## src/rtl/branch_seq_ctrl.sv

```systemverilog
// branch_seq_ctrl: instruction fetch / branch sequencer with flag register.
// Fetches from imem at pc, then spends one EVAL cycle per instruction: issues
// non-branch words on instr/instr_valid, resolves class 4'hC conditional branches
// against {Z,N,C} (flag_in forwarded when flag_we is set that cycle), and inserts
// one flush bubble after a taken branch.
// Ports: clk, rst (async, active-high), run; imem_req/imem_addr/imem_ack/imem_data;
// flag_we/flag_in; instr_valid/instr, br_taken, flush, pc, znc, link_we/link_data.
// Optional macro BR_LINK_EN: class 4'hD becomes branch-and-link.
module branch_seq_ctrl #(
  parameter logic [15:0] RESET_PC = 16'h0000
) (
  input  logic        clk,
  input  logic        rst,
  input  logic        run,
  output logic        imem_req,
  output logic [15:0] imem_addr,
  input  logic        imem_ack,
  input  logic [15:0] imem_data,
  input  logic        flag_we,
  input  logic [2:0]  flag_in,
  output logic        instr_valid,
  output logic [15:0] instr,
  output logic        br_taken,
  output logic        flush,
  output logic [15:0] pc,
  output logic [2:0]  znc,
  output logic        link_we,
  output logic [15:0] link_data
);
  typedef enum logic [1:0] {IDLE, FETCH, EVAL, FLUSH} state_t;
  state_t state_q, state_d;
  logic [15:0] pc_q, pc_d, ir_q, ir_d, pc_inc, target;
  logic [2:0] znc_q, flg;
  logic is_br, is_link, cond, taken;
  // a flag write in the EVAL cycle must steer that cycle's branch decision
  assign flg = flag_we ? flag_in : znc_q;
  assign pc_inc = pc_q + 16'd1;
  assign target = pc_inc + {{8{ir_q[7]}}, ir_q[7:0]};
  assign cond = ir_q[11] ? ((|(ir_q[10:8] & ~flg)) || (&ir_q[10:8]))
                         : ((|(ir_q[10:8] & flg)) || (ir_q[10:8] == 3'b000));
`ifdef BR_LINK_EN
  assign is_link = ir_q[15:12] == 4'hD;
  assign link_data = link_we ? pc_inc : 16'h0000;
`else
  assign is_link = 1'b0;
  assign link_data = 16'h0000;
`endif
  assign is_br = (ir_q[15:12] == 4'hC) || is_link;
  assign taken = is_br && cond;
  assign imem_addr = pc_q;
  assign instr = ir_q;
  assign pc = pc_q;
  assign znc = znc_q;
  always_comb begin
    state_d = state_q;
    pc_d = pc_q;
    ir_d = ir_q;
    imem_req = 1'b0;
    instr_valid = 1'b0;
    br_taken = 1'b0;
    flush = 1'b0;
    link_we = 1'b0;
    case (state_q)
      IDLE: state_d = run ? FETCH : IDLE;
      FETCH: begin
        imem_req = 1'b1;
        ir_d = imem_ack ? imem_data : ir_q;
        state_d = imem_ack ? EVAL : FETCH;
      end
      EVAL: begin
        pc_d = taken ? target : pc_inc;
        br_taken = taken;
        instr_valid = !is_br;
        link_we = is_link && cond;
        state_d = taken ? FLUSH : (run ? FETCH : IDLE);
      end
      FLUSH: begin
        flush = 1'b1;
        state_d = run ? FETCH : IDLE;
      end
      default: state_d = IDLE;
    endcase
  end
  always_ff @(posedge clk or posedge rst) begin
    if (rst) begin
      state_q <= IDLE;
      pc_q <= RESET_PC;
      ir_q <= 16'h0000;
      znc_q <= 3'b000;
    end else begin
      state_q <= state_d;
      pc_q <= pc_d;
      ir_q <= ir_d;
      if (flag_we) znc_q <= flag_in;
    end
  end
endmodule

```

## config.mk

```make
export PLATFORM = sky130hd
export DESIGN_NAME = branch_seq_ctrl
export DESIGN_NICKNAME = d
export VERILOG_FILES = /design/src/rtl/branch_seq_ctrl.sv
export SDC_FILE = /design/constraint.sdc
export NUM_CORES = 1
export LEC_CHECK = 0
export ABC_AREA = 1
export CAP_MARGIN = 20
export CORE_ASPECT_RATIO = 0.7
export CORE_MARGIN = 2
export CORE_UTILIZATION = 50
export CTS_CLUSTER_SIZE = 24
export DETAILED_ROUTE_END_ITERATION = 6
export HOLD_SLACK_MARGIN = 0.1
export PLACE_DENSITY = 0.89
export SETUP_SLACK_MARGIN = 0.02
export SLEW_MARGIN = 20
export SYNTH_ARGS = -nofsm -noshare
export SYNTH_HDL_FRONTEND = slang
export SYNTH_SLANG_ARGS = --single-unit
```

## constraint.sdc

```tcl
create_clock -name clk -period 4.6 [get_ports clk]
set_input_delay 0.92 -clock clk [delete_from_list [all_inputs] [get_ports clk]]
set_output_delay 0.92 -clock clk [all_outputs]
set_load 0.03 [all_outputs]
```

Word-level counts from Yosys, hierarchy flattened:

Index checks and enable logic that the tools add are counted.

* add/subtract/negate cells: 2
* equal/unequal tests: 4
* multiplexer cells: 11
* bitwise operators: 3
* reductions and logical operators: 11

Operators by type and width (count)
* 16-bit by 1-bit adder with 16-bit output, second input constant: 1
* 16-bit adder: 1
* 16-bit 2-to-1 mux: 1
* 3-bit bitwise AND: 2
* 1-bit 2-to-1 mux: 6
* 2-bit case mux with 3 select lines: 1
* 3-bit OR reduction: 2
* 2-bit equality test, second input constant: 2
* 4-bit equality test, second input constant: 1
* 2-bit 2-to-1 mux: 2
* 3-bit logical NOT: 1
* 3-bit 2-to-1 mux: 1
* 3-bit NOT: 1
* 3-bit AND reduction: 1
* 2-bit by 1-bit equality test with 1-bit output, second input constant: 1
* 2-bit logical NOT: 1
* 1-bit logical OR: 2
* 2-bit AND reduction: 1
* 2-bit OR reduction: 1
* 1-bit logical AND: 1
* 1-bit logical NOT: 1

* bits in registers: 37
* input bits: 24
* output and inout bits: 72
* word-level logic and storage cells: 35

Longest topological paths before layout:

Gate-level depths: netlist of the first run.

* depth in word-level cells: 9
* depth in mapped cells: 19
* gate-level depth less buffers: 19

Worst setup path after synthesis of the first run:

No wires, ideal clock.

* kind: input -> output
* start: input flag_we
* end: output br_taken
* data arrival time: 1.787 ns
* required time: 3.680 ns
* path slack: 1.893 ns
* stages: 9
* buffers on the path: 0
* cells stage by stage: inv_2 > nand2_1 > nand3_2 > o21ai_0 > nand4_1 > inv_1 > nor2_2 > nand2_1 > inv_1

* cells in the longest elaborated chain, start to end: 8
* elaborated cells on any way between the ends: 11

RTL lines
* from (decl): RTL line 19 `input logic flag_we,`
* 3-bit 2-to-1 mux (*)
* 3-bit NOT: RTL line 39 `assign cond = ir_q[11] ? ((|(ir_q[10:8] & ~flg)) || (&ir_q[10:8]))`
* 3-bit bitwise AND: RTL line 39
* 3-bit OR reduction: RTL line 39
* 1-bit logical OR: RTL line 39
* 1-bit 2-to-1 mux (*): RTL line 39
* 1-bit logical AND (*): RTL line 49 `assign taken = is_br && cond;`
* 1-bit 2-to-1 mux (*): RTL line 63 `case (state_q)`
* to (decl): RTL line 23 `output logic br_taken,`

Every way passes the cells marked *; elsewhere a longest branch is shown, timed or not.

Final worst setup path of the first run:

Same ends and word-level chain as after synthesis.

==> results of run 1 <==
==> metal layers <==
metal | track usage | up-vias | wire (um)
met5 | 0 | - | 0
met4 | 0.0700 | 0 | 128
met3 | 0.0445 | 14 | 817
met2 | 0.369 | 174 | 3820
met1 | 0.380 | 1505 | 3890
li1 | - | 1537 | -
==> area by class of cell <==
| type | count | area (um2) |
|---|---|---|
| Clock buffer | 6 | 72.6 |
| Tap cell | 78 | 97.6 |
| Multi-Input combinational cell | 355 | 1830 |
| Sequential cell | 37 | 926 |
| Inverter | 47 | 176 |
| Fill cell | 539 | 2270 |
| Timing Repair Buffer | 81 | 803 |
| Clock inverter | 1 | 8.76 |
==> state kept, by name, summed over array words and instances (netlist names) <==
name and flops:
znc 3, instr 16, state_q 2, imem_addr 16
==> worst max-delay path: stages <==
cell and delay, ps:
clkdlybuf4s50_1 560, nand2_1 140, nand3_2 110, o21ai_0 90
nand4_1 110, inv_1 60, nor2_2 130, nand2_1 140
inv_1 90, clkdlybuf4s50_1 660
==> placed cells by master (no fill, tap or decap), types with 2 or more instances in the layout <==
cell	n
nand2_2	3
clkdlybuf4s50_1	78
o22ai_1	3
a31oi_1	2
nand3_1	26
dfrtp_1	37
ha_1	23
a21oi_1	23
clkbuf_8	5
o21ai_1	2
conb_1	17
o21ai_0	13
buf_4	3
nand2_1	158
xor2_1	13
xnor2_1	4
inv_1	45
nand4_1	2
nand3_2	3
nor2_2	3
nor2_1	43
nand3b_1	6
nor3_1	2
==> synthesized netlist by cell type (all sizes together) <==
cell    instances
a21o            1
a21oi          24
a31oi           2
and3            1
buf            37
clkbuf          4
clkinv          1
conb            1
dfrtp          37
fa              1
ha             23
inv            46
nand2         161
nand3          29
nand3b          6
nand4           3
nor2           46
nor3            2
nor4            1
o21a            1
o21ai          15
o21bai          1
o22ai           3
xnor2           5
xor2           13
==> cell families (layout without fill, tap and decap cells) <==
kind of cell | Yosys count | after routing | synth area share
buffers and inverters | 88 | 135 | 0.148
adders and majority gates | 24 | 24 | 0.0971
xor gates and xnor gates | 18 | 18 | 0.0521
and+or+nand+nor | 249 | 249 | 0.330
AOI/OAI and AO/OA | 47 | 47 | 0.0797
DFF | 37 | 37 | 0.292
other | 1 | 17 | 0.00118
==> metrics by stage <==
step	total power, uW	setup WS (ps)	instances	hold WS [ps]
after floorplan	2260	1890	480	672
after global placement	2850	846	598	494
after detailed placement	2920	736	598	493
after CTS	3170	728	605	513
after global routing	3440	585	605	552
final	3200	672	605	509
==> worst max path at each step <==
stage,end,slack [ps],startpoint
6_report,br_taken,670,flag_we
5_1_grt,br_taken,590,flag_we
4_1_cts,br_taken,730,flag_we
3_5_place_dp,br_taken,740,flag_we
3_3_place_gp,br_taken,850,flag_we
2_1_floorplan,br_taken,1890,flag_we
==> power breakdown <==
group | total, uW | switching (uW) | internal [uW] | leakage, uW
clock network | 232 | 127 | 105 | 0.0000412
logic | 2300 | 1440 | 860 | 0.00152
registers | 665 | 203 | 463 | 0.000447
==> results.py, run 1 <==
metrics = {
    "synthesis": {
        "synth_cell_type_count": 35,
        "ys_seq_area_frac": 0.292,
        "yosys_warnings": 0,
        "yosysTopAreaCell": "dfrtp_1",
        "synth_top_area_share": 0.292,
        "postSynthRegisterBits": 37,
        "avgSynthCellArea_um2": 6.83,
        "synth.area.top_cells": "dfrtp_1, nand2_1, ha_1, buf_4, inv_1",
        "syn-cell-area_um2": 3170,
        "syn_inst": 464,
    },
    "routing": {
        "vias_per_cell": 5.34,
        "wl_mm": 8.65,
        "ant_nets": 0,
        "drc": 0,
        "drt_iter0_drc": 240,
        "wl_per_cell_um": 14.3,
        "vias": 3230,
        "dr.pass1.iters": 5,
    },
    "sta": {
        "finalHoldViolations": 0,
        "period_share": 0.854,
        "slew_violations": 0,
        "setup_viol": 0,
        "rsz0062_at_grt": "no",
        "fmax_ghz": 0.255,
        "max_slew.worst_pin.slew_ps": 808,
        "clock-skew-final_ps": 8.77,
        "period_minus_slack_ps": 3930,
        "fin_tns_setup_ps": 0,
        "slew-limit-headroom": 0.460,
    },
    "hold_path": {
        "hold_start": "instr[15]",
        "whs_path_depth": 2,
        "holdPathEnd": "instr[15]",
        "min_path_type": "reg -> reg",
    },
    "grt": {
        "grt.overflow.total": 0,
        "grt_pass1_wl_mm": 14.2,
        "antenna_found_initial": 0,
        "grt_pass1_vias": 2924,
        "grt_use_total": 0.251,
        "grt_max_degree": 38,
    },
    "floorplan": {
        "floorplan.initialDensity": 0.513,
        "io_pins": 96,
        "design.core.area_um2": 6190,
        "row_count": 24,
        "die_h_um": 70.6,
        "die_x_um": 99.2,
        "die_area_um2": 7000,
    },
    "layout": {
        "post-route-util": 0.633,
        "diodes": 0,
        "nNetsFinal": 575,
        "layout-drive-gt1-share": 0.0417,
        "area_delta_synth_final_pct": 23.6,
        "design_area_um2": 3920,
    },
    "clock_network": {
        "holdBufCountCts": 0,
        "cts_tree": "done",
        "post_cts_resized": 0,
        "clock-root-buffer": "clkbuf_8",
        "clockBufferDepth": 2,
        "path_clk_slew_ps": 70,
        "clkLatencyLatePin_ps": 300,
        "cts_sinks": 37,
        "post-cts-setup-buffers": 0,
        "htreeDepth": 2,
        "cts_buffers": 5,
    },
    "critical_path": {
        "rr_worst_depth": 15,
        "crit_arrival_ps": 3010,
        "r2r-end": "imem_addr[7]",
        "cp.required_ps": 3680,
        "worstPathMaxFanout": 4,
        "worstSetupStartpointType": "input port",
        "r2r-start": "imem_addr[1]",
        "ff2ff_setup_slack_ps": 1770,
        "critical_path.endpoint_type": "output port",
        "crit_type": "in -> out",
    },
    "placed_design": {
        "place.gp.congestion": 0.875,
        "dp_hpwl_mm": 6.64,
        "port_buffers": 78,
        "dpl-instance-area_um2": 3840,
    },
    "power_and_ir_drop": {
        "leakagePower_uw": 0.00201,
        "pwr_density_cell_nw_per_um2": 816,
        "ir_drop_v": 0.000316,
    },
    "run": {
        "max-cap-violations": 0,
    },
    "run_status": {
        "status": "finished clean",
    },
}
(Power assumes the default switching activity.)
==> run 2: changes to the inputs <==
==> constraint.sdc (replaced) <==
create_clock -name clk -period 4.6 [get_ports clk]
set_input_delay 1.15 -clock clk [delete_from_list [all_inputs] [get_ports clk]]
set_output_delay 1.15 -clock clk [all_outputs]
set_load 0.03 [all_outputs]
==> results.py, run 2 (synthesis gave the netlist of run 1 again) <==
metrics = {
    "grt": {
        "grt_use_total": 0.239,
        "grt.overflow.total": 0,
        "antenna_found_initial": 0,
        "grt_pass1_wl_mm": 13.3,
        "grt_max_degree": 38,
        "grt_pass1_vias": 2787,
    },
    "floorplan": {
        "row_count": 24,
        "io_pins": 96,
        "die_area_um2": 7000,
        "die_h_um": 70.6,
        "design.core.area_um2": 6190,
        "die_x_um": 99.2,
        "floorplan.initialDensity": 0.513,
    },
    "routing": {
        "vias_per_cell": 5.20,
        "ant_nets": 0,
        "dr.pass1.iters": 5,
        "drt_iter0_drc": 195,
        "vias": 3151,
        "drc": 0,
        "wl_mm": 8.32,
        "wl_per_cell_um": 13.7,
    },
    "sta": {
        "slew-limit-headroom": 0.495,
        "clock-skew-final_ps": 14.6,
        "max_slew.worst_pin.slew_ps": 756,
        "finalHoldViolations": 0,
        "fmax_ghz": 0.234,
        "slew_violations": 0,
        "period_minus_slack_ps": 4270,
        "rsz0062_at_grt": "no",
        "fin_tns_setup_ps": 0,
        "period_share": 0.929,
        "setup_viol": 0,
    },
    "layout": {
        "diodes": 0,
        "area_delta_synth_final_pct": 24.1,
        "finalNonFillerCells": 606,
        "final_common_cell": "nand2_1",
        "final_cell_mix": "nand2_1, clkdlybuf4s50_1, inv_1",
        "layout-drive-gt1-share": 0.0455,
        "nNetsFinal": 575,
    },
    "power_and_ir_drop": {
        "leakagePower_uw": 0.00202,
        "ir_drop_v": 0.000316,
        "design_power_total_uw": 3200,
        "pwr_density_cell_nw_per_um2": 812,
    },
    "hold_path": {
        "min_path_type": "reg -> reg",
        "hold_start": "instr[14]",
    },
    "run_status": {
        "status": "finished clean",
    },
    "clock_network": {
        "cts_tree": "done",
        "clkLatencyLatePin_ps": 300,
        "path_clk_slew_ps": 70,
        "post-cts-setup-buffers": 0,
        "clock-root-buffer": "clkbuf_8",
        "cts_buffers": 5,
        "htreeDepth": 2,
        "post_cts_resized": 0,
        "holdBufCountCts": 0,
        "clockBufferDepth": 2,
        "cts_sinks": 37,
    },
    "critical_path": {
        "critical_path.endpoint_type": "output port",
        "crit_top_cell": "nand2_1",
        "slowest_delay_ps": 670,
        "cp_slowest_cell": "clkdlybuf4s50_1",
        "crit_start": "flag_we",
        "r2r-start": "imem_addr[1]",
        "worstPathMaxFanout": 4,
        "worstSetupStartpointType": "input port",
        "crit_arrival_ps": 3120,
        "cp.required_ps": 3450,
        "path_cells": "clkdlybuf4s50_1 > inv_2 > nand2_2 > nand2_2 > nand2_1 > nand2_1 > nand4_2 > nand2_1 > nor2_2 > nand2_1 > inv_1 > clkdlybuf4s50_1",
        "crit_type": "in -> out",
    },
    "run": {
        "max-cap-violations": 0,
    },
    "placed_design": {
        "dp_hpwl_mm": 6.57,
        "place.gp.congestion": 0.879,
        "place_inst": 598,
        "port_buffers": 78,
    },
}
run 2: worst paths after layout:
path / cells past startpoint / endpoint / slack [ps]
worst max-delay path: 12 / br_taken / 330
worst min-delay path: 2 / instr[14] / 510
worst max register to register: 15 / imem_addr[13] / 1790
worst min register to register: 2 / instr[14] / 510
max in group asynchronous: 3 / instr[9] / 3000
min in group asynchronous: 3 / imem_addr[7] / 1260
run 2: cell type report:
cell class	count	area, um2
Clock buffer	6	82.6
Clock inverter	2	13.8
Fill cell	547	2250
Inverter	47	176
Multi-Input combinational cell	355	1830
Sequential cell	37	926
Tap cell	78	97.6
Timing Repair Buffer	81	803
run 2: power breakdown:
part / internal [uW] / switching [uW]
Clock: 121 / 121
Sequential: 463 / 202
Combinational: 861 / 1430
Total: 1440 / 1750
run 2: per-layer routing:
| metal | track usage | share of wire | routed length [um] | vias up |
|---|---|---|---|---|
| met2 | 0.371 | 0.44 | 3640 | 162 |
| li1 | - | - | - | 1548 |
| met3 | 0.0494 | 0.099 | 820 | 11 |
| met5 | 0 | 0 | 0 | - |
| met1 | 0.347 | 0.45 | 3770 | 1430 |
| met4 | 0.0518 | 0.011 | 93 | 0 |
run 2: per-stage QoR:
step | hold WS [ps] | setup WS, ps | instance area, um2 | util
2_1_floorplan | 672 | 1430 | 3230 | -
3_3_place_gp | 492 | 382 | 3840 | 0.620
3_5_place_dp | 501 | 321 | 3840 | 0.620
4_1_cts | 521 | 326 | 3930 | 0.636
5_1_grt | 546 | 183 | 3930 | 0.636
6_report | 513 | 326 | 3930 | 0.636
run 2: worst max-delay path: cells and delay by family:
family,cells,cell delay (ps)
buffers and inverters,4,1360
AND/OR/NAND/NOR,8,620
==> run 3: changes to the inputs <==
CAP_MARGIN = unset   (was 20)
CORE_ASPECT_RATIO = unset   (was 0.7)
==> results.py, run 3 (synthesis gave the netlist of run 1 again) <==
metrics = {
    "layout": {
        "area_delta_synth_final_pct": 23.8,
        "final_common_cell": "nand2_1",
        "nNetsFinal": 575,
        "finalNonFillerCells": 605,
        "layout-drive-gt1-share": 0.0455,
        "final_cell_mix": "nand2_1, clkdlybuf4s50_1, inv_1",
        "diodes": 0,
    },
    "grt": {
        "grt_use_total": 0.234,
        "grt_pass1_wl_mm": 13.6,
        "antenna_found_initial": 0,
        "grt.overflow.total": 0,
        "grt_pass1_vias": 3022,
        "grt_max_degree": 38,
    },
    "power_and_ir_drop": {
        "internal_power_uw": 1430,
        "switching_share": 0.547,
        "ir_drop_v": 0.000343,
        "leakagePower_uw": 0.00201,
        "pwr-share-seq": 0.210,
        "combPwrFrac": 0.713,
        "pwr_density_cell_nw_per_um2": 804,
        "p_sw_uw": 1730,
        "p_clk_frac": 0.078,
    },
    "critical_path": {
        "rr_worst_depth": 15,
        "critical_path.endpoint_type": "output port",
        "crit_arrival_ps": 3200,
        "cp_top_family": "buffers and inverters",
        "path_cells": "clkdlybuf4s50_1 > inv_2 > nand2_1 > nand3_2 > o21ai_0 > nand4_1 > inv_1 > nor2_2 > nand2_1 > inv_1 > clkdlybuf4s50_1",
        "r2r-start": "imem_addr[0]",
        "cp.depth": 11,
        "cp.required_ps": 3450,
        "crit_start": "flag_we",
        "worstSetupStartpointType": "input port",
        "worstPathMaxFanout": 4,
        "cp_slowest_cell": "clkdlybuf4s50_1",
        "slowest_delay_ps": 660,
        "timing.critical_path.buf_inv": 5,
        "crit_type": "in -> out",
    },
    "clock_network": {
        "post_cts_resized": 0,
        "post-cts-setup-buffers": 0,
        "cts_buffers": 5,
        "path_clk_slew_ps": 90,
        "htreeDepth": 2,
        "clkLatencyLatePin_ps": 300,
        "clock-root-buffer": "clkbuf_8",
        "holdBufCountCts": 0,
        "cts_tree": "done",
        "cts_sinks": 37,
        "clockBufferDepth": 2,
    },
    "floorplan": {
        "row_count": 29,
        "floorplan.initialDensity": 0.508,
        "design.core.area_um2": 6240,
        "die_h_um": 83.6,
        "io_pins": 96,
        "die_x_um": 83.6,
        "die_area_um2": 6990,
    },
    "placed_design": {
        "place.gp.congestion": 0.917,
        "port_buffers": 78,
        "place_inst": 597,
        "dp_slack_ps": 272,
        "dp_hpwl_mm": 6.19,
    },
    "routing": {
        "vias_per_cell": 5.17,
        "dr.pass1.iters": 6,
        "wl_per_cell_um": 13.2,
        "drc": 0,
        "ant_nets": 0,
        "drt_iter0_drc": 187,
        "wl_mm": 7.98,
        "vias": 3129,
    },
    "sta": {
        "clock-skew-final_ps": 9.79,
        "setup_viol": 0,
        "rsz0062_at_grt": "no",
        "fmax_ghz": 0.230,
        "finalHoldViolations": 0,
        "fin_tns_setup_ps": 0,
        "period_share": 0.946,
        "period_minus_slack_ps": 4350,
        "max_slew.worst_pin.slew_ps": 732,
        "slew_violations": 0,
        "slew-limit-headroom": 0.511,
        "setup_ws_ps": 249,
        "hold_ws_ps": 519,
    },
    "hold_path": {
        "hold_start": "instr[13]",
        "min_path_type": "reg -> reg",
        "whs_path_depth": 2,
    },
    "run_status": {
        "status": "finished clean",
    },
    "run": {
        "max-cap-violations": 0,
    },
}
## run 3: cell count changes in the layout (fill, tap and decap cells not counted), sizes merged
| cell | before | now |
|---|---|---|
| clkbuf | 6 | 5 |
| clkinv | 3 | 2 |
| clkinvlp | 0 | 1 |
| inv | 46 | 47 |
## run 3: area by class of cell
cell class	count	area, um2
multi-input combinational	355	1830
clock buffer	5	68.8
inverter	47	176
tap	77	96.3
clock inverter	3	21.3
timing repair buffer	81	803
fill	540	2310
sequential	37	926
## run 3: stage by stage
step | total power [uW] | util | area (um2)
6_report | 3160 | 0.629 | 3930
3_3_place_gp | 2800 | 0.615 | 3840
4_1_cts | 3140 | 0.629 | 3930
5_1_grt | 3410 | 0.629 | 3930
3_5_place_dp | 2880 | 0.615 | 3840
2_1_floorplan | 2260 | - | 3230
## run 3: worst paths after layout
path                                      end  slack (ps)
worst max-delay path                 br_taken         250
worst max register to register  imem_addr[13]        1870
worst min register to register      instr[13]         520
worst min-delay path                instr[13]         520
max in group asynchronous       imem_addr[10]        3010
min in group asynchronous           instr[10]        1260
## run 3: power by group through the flow
stage	Clock (uW)	Combinational, uW	Sequential, uW
3_5_place_dp	0	2220	667
2_1_floorplan	0	1380	881
3_3_place_gp	0	2150	656
6_report	245	2250	662
4_1_cts	248	2230	661
5_1_grt	260	2460	693
## run 3: worst min-delay path, delay by kind of cell, from the launching register on
family / cells / cell delay, ps
simple gates: 2 / 120
flops: 1 / 380
## run 3: per-layer routing
metal	vias to the layer above	GRT usage	wire length [um]
li1	1542	-	-
met1	1435	0.291	3390
met2	130	0.410	3910
met3	22	0.0326	494
met4	0	0.0894	181
met5	-	0	0
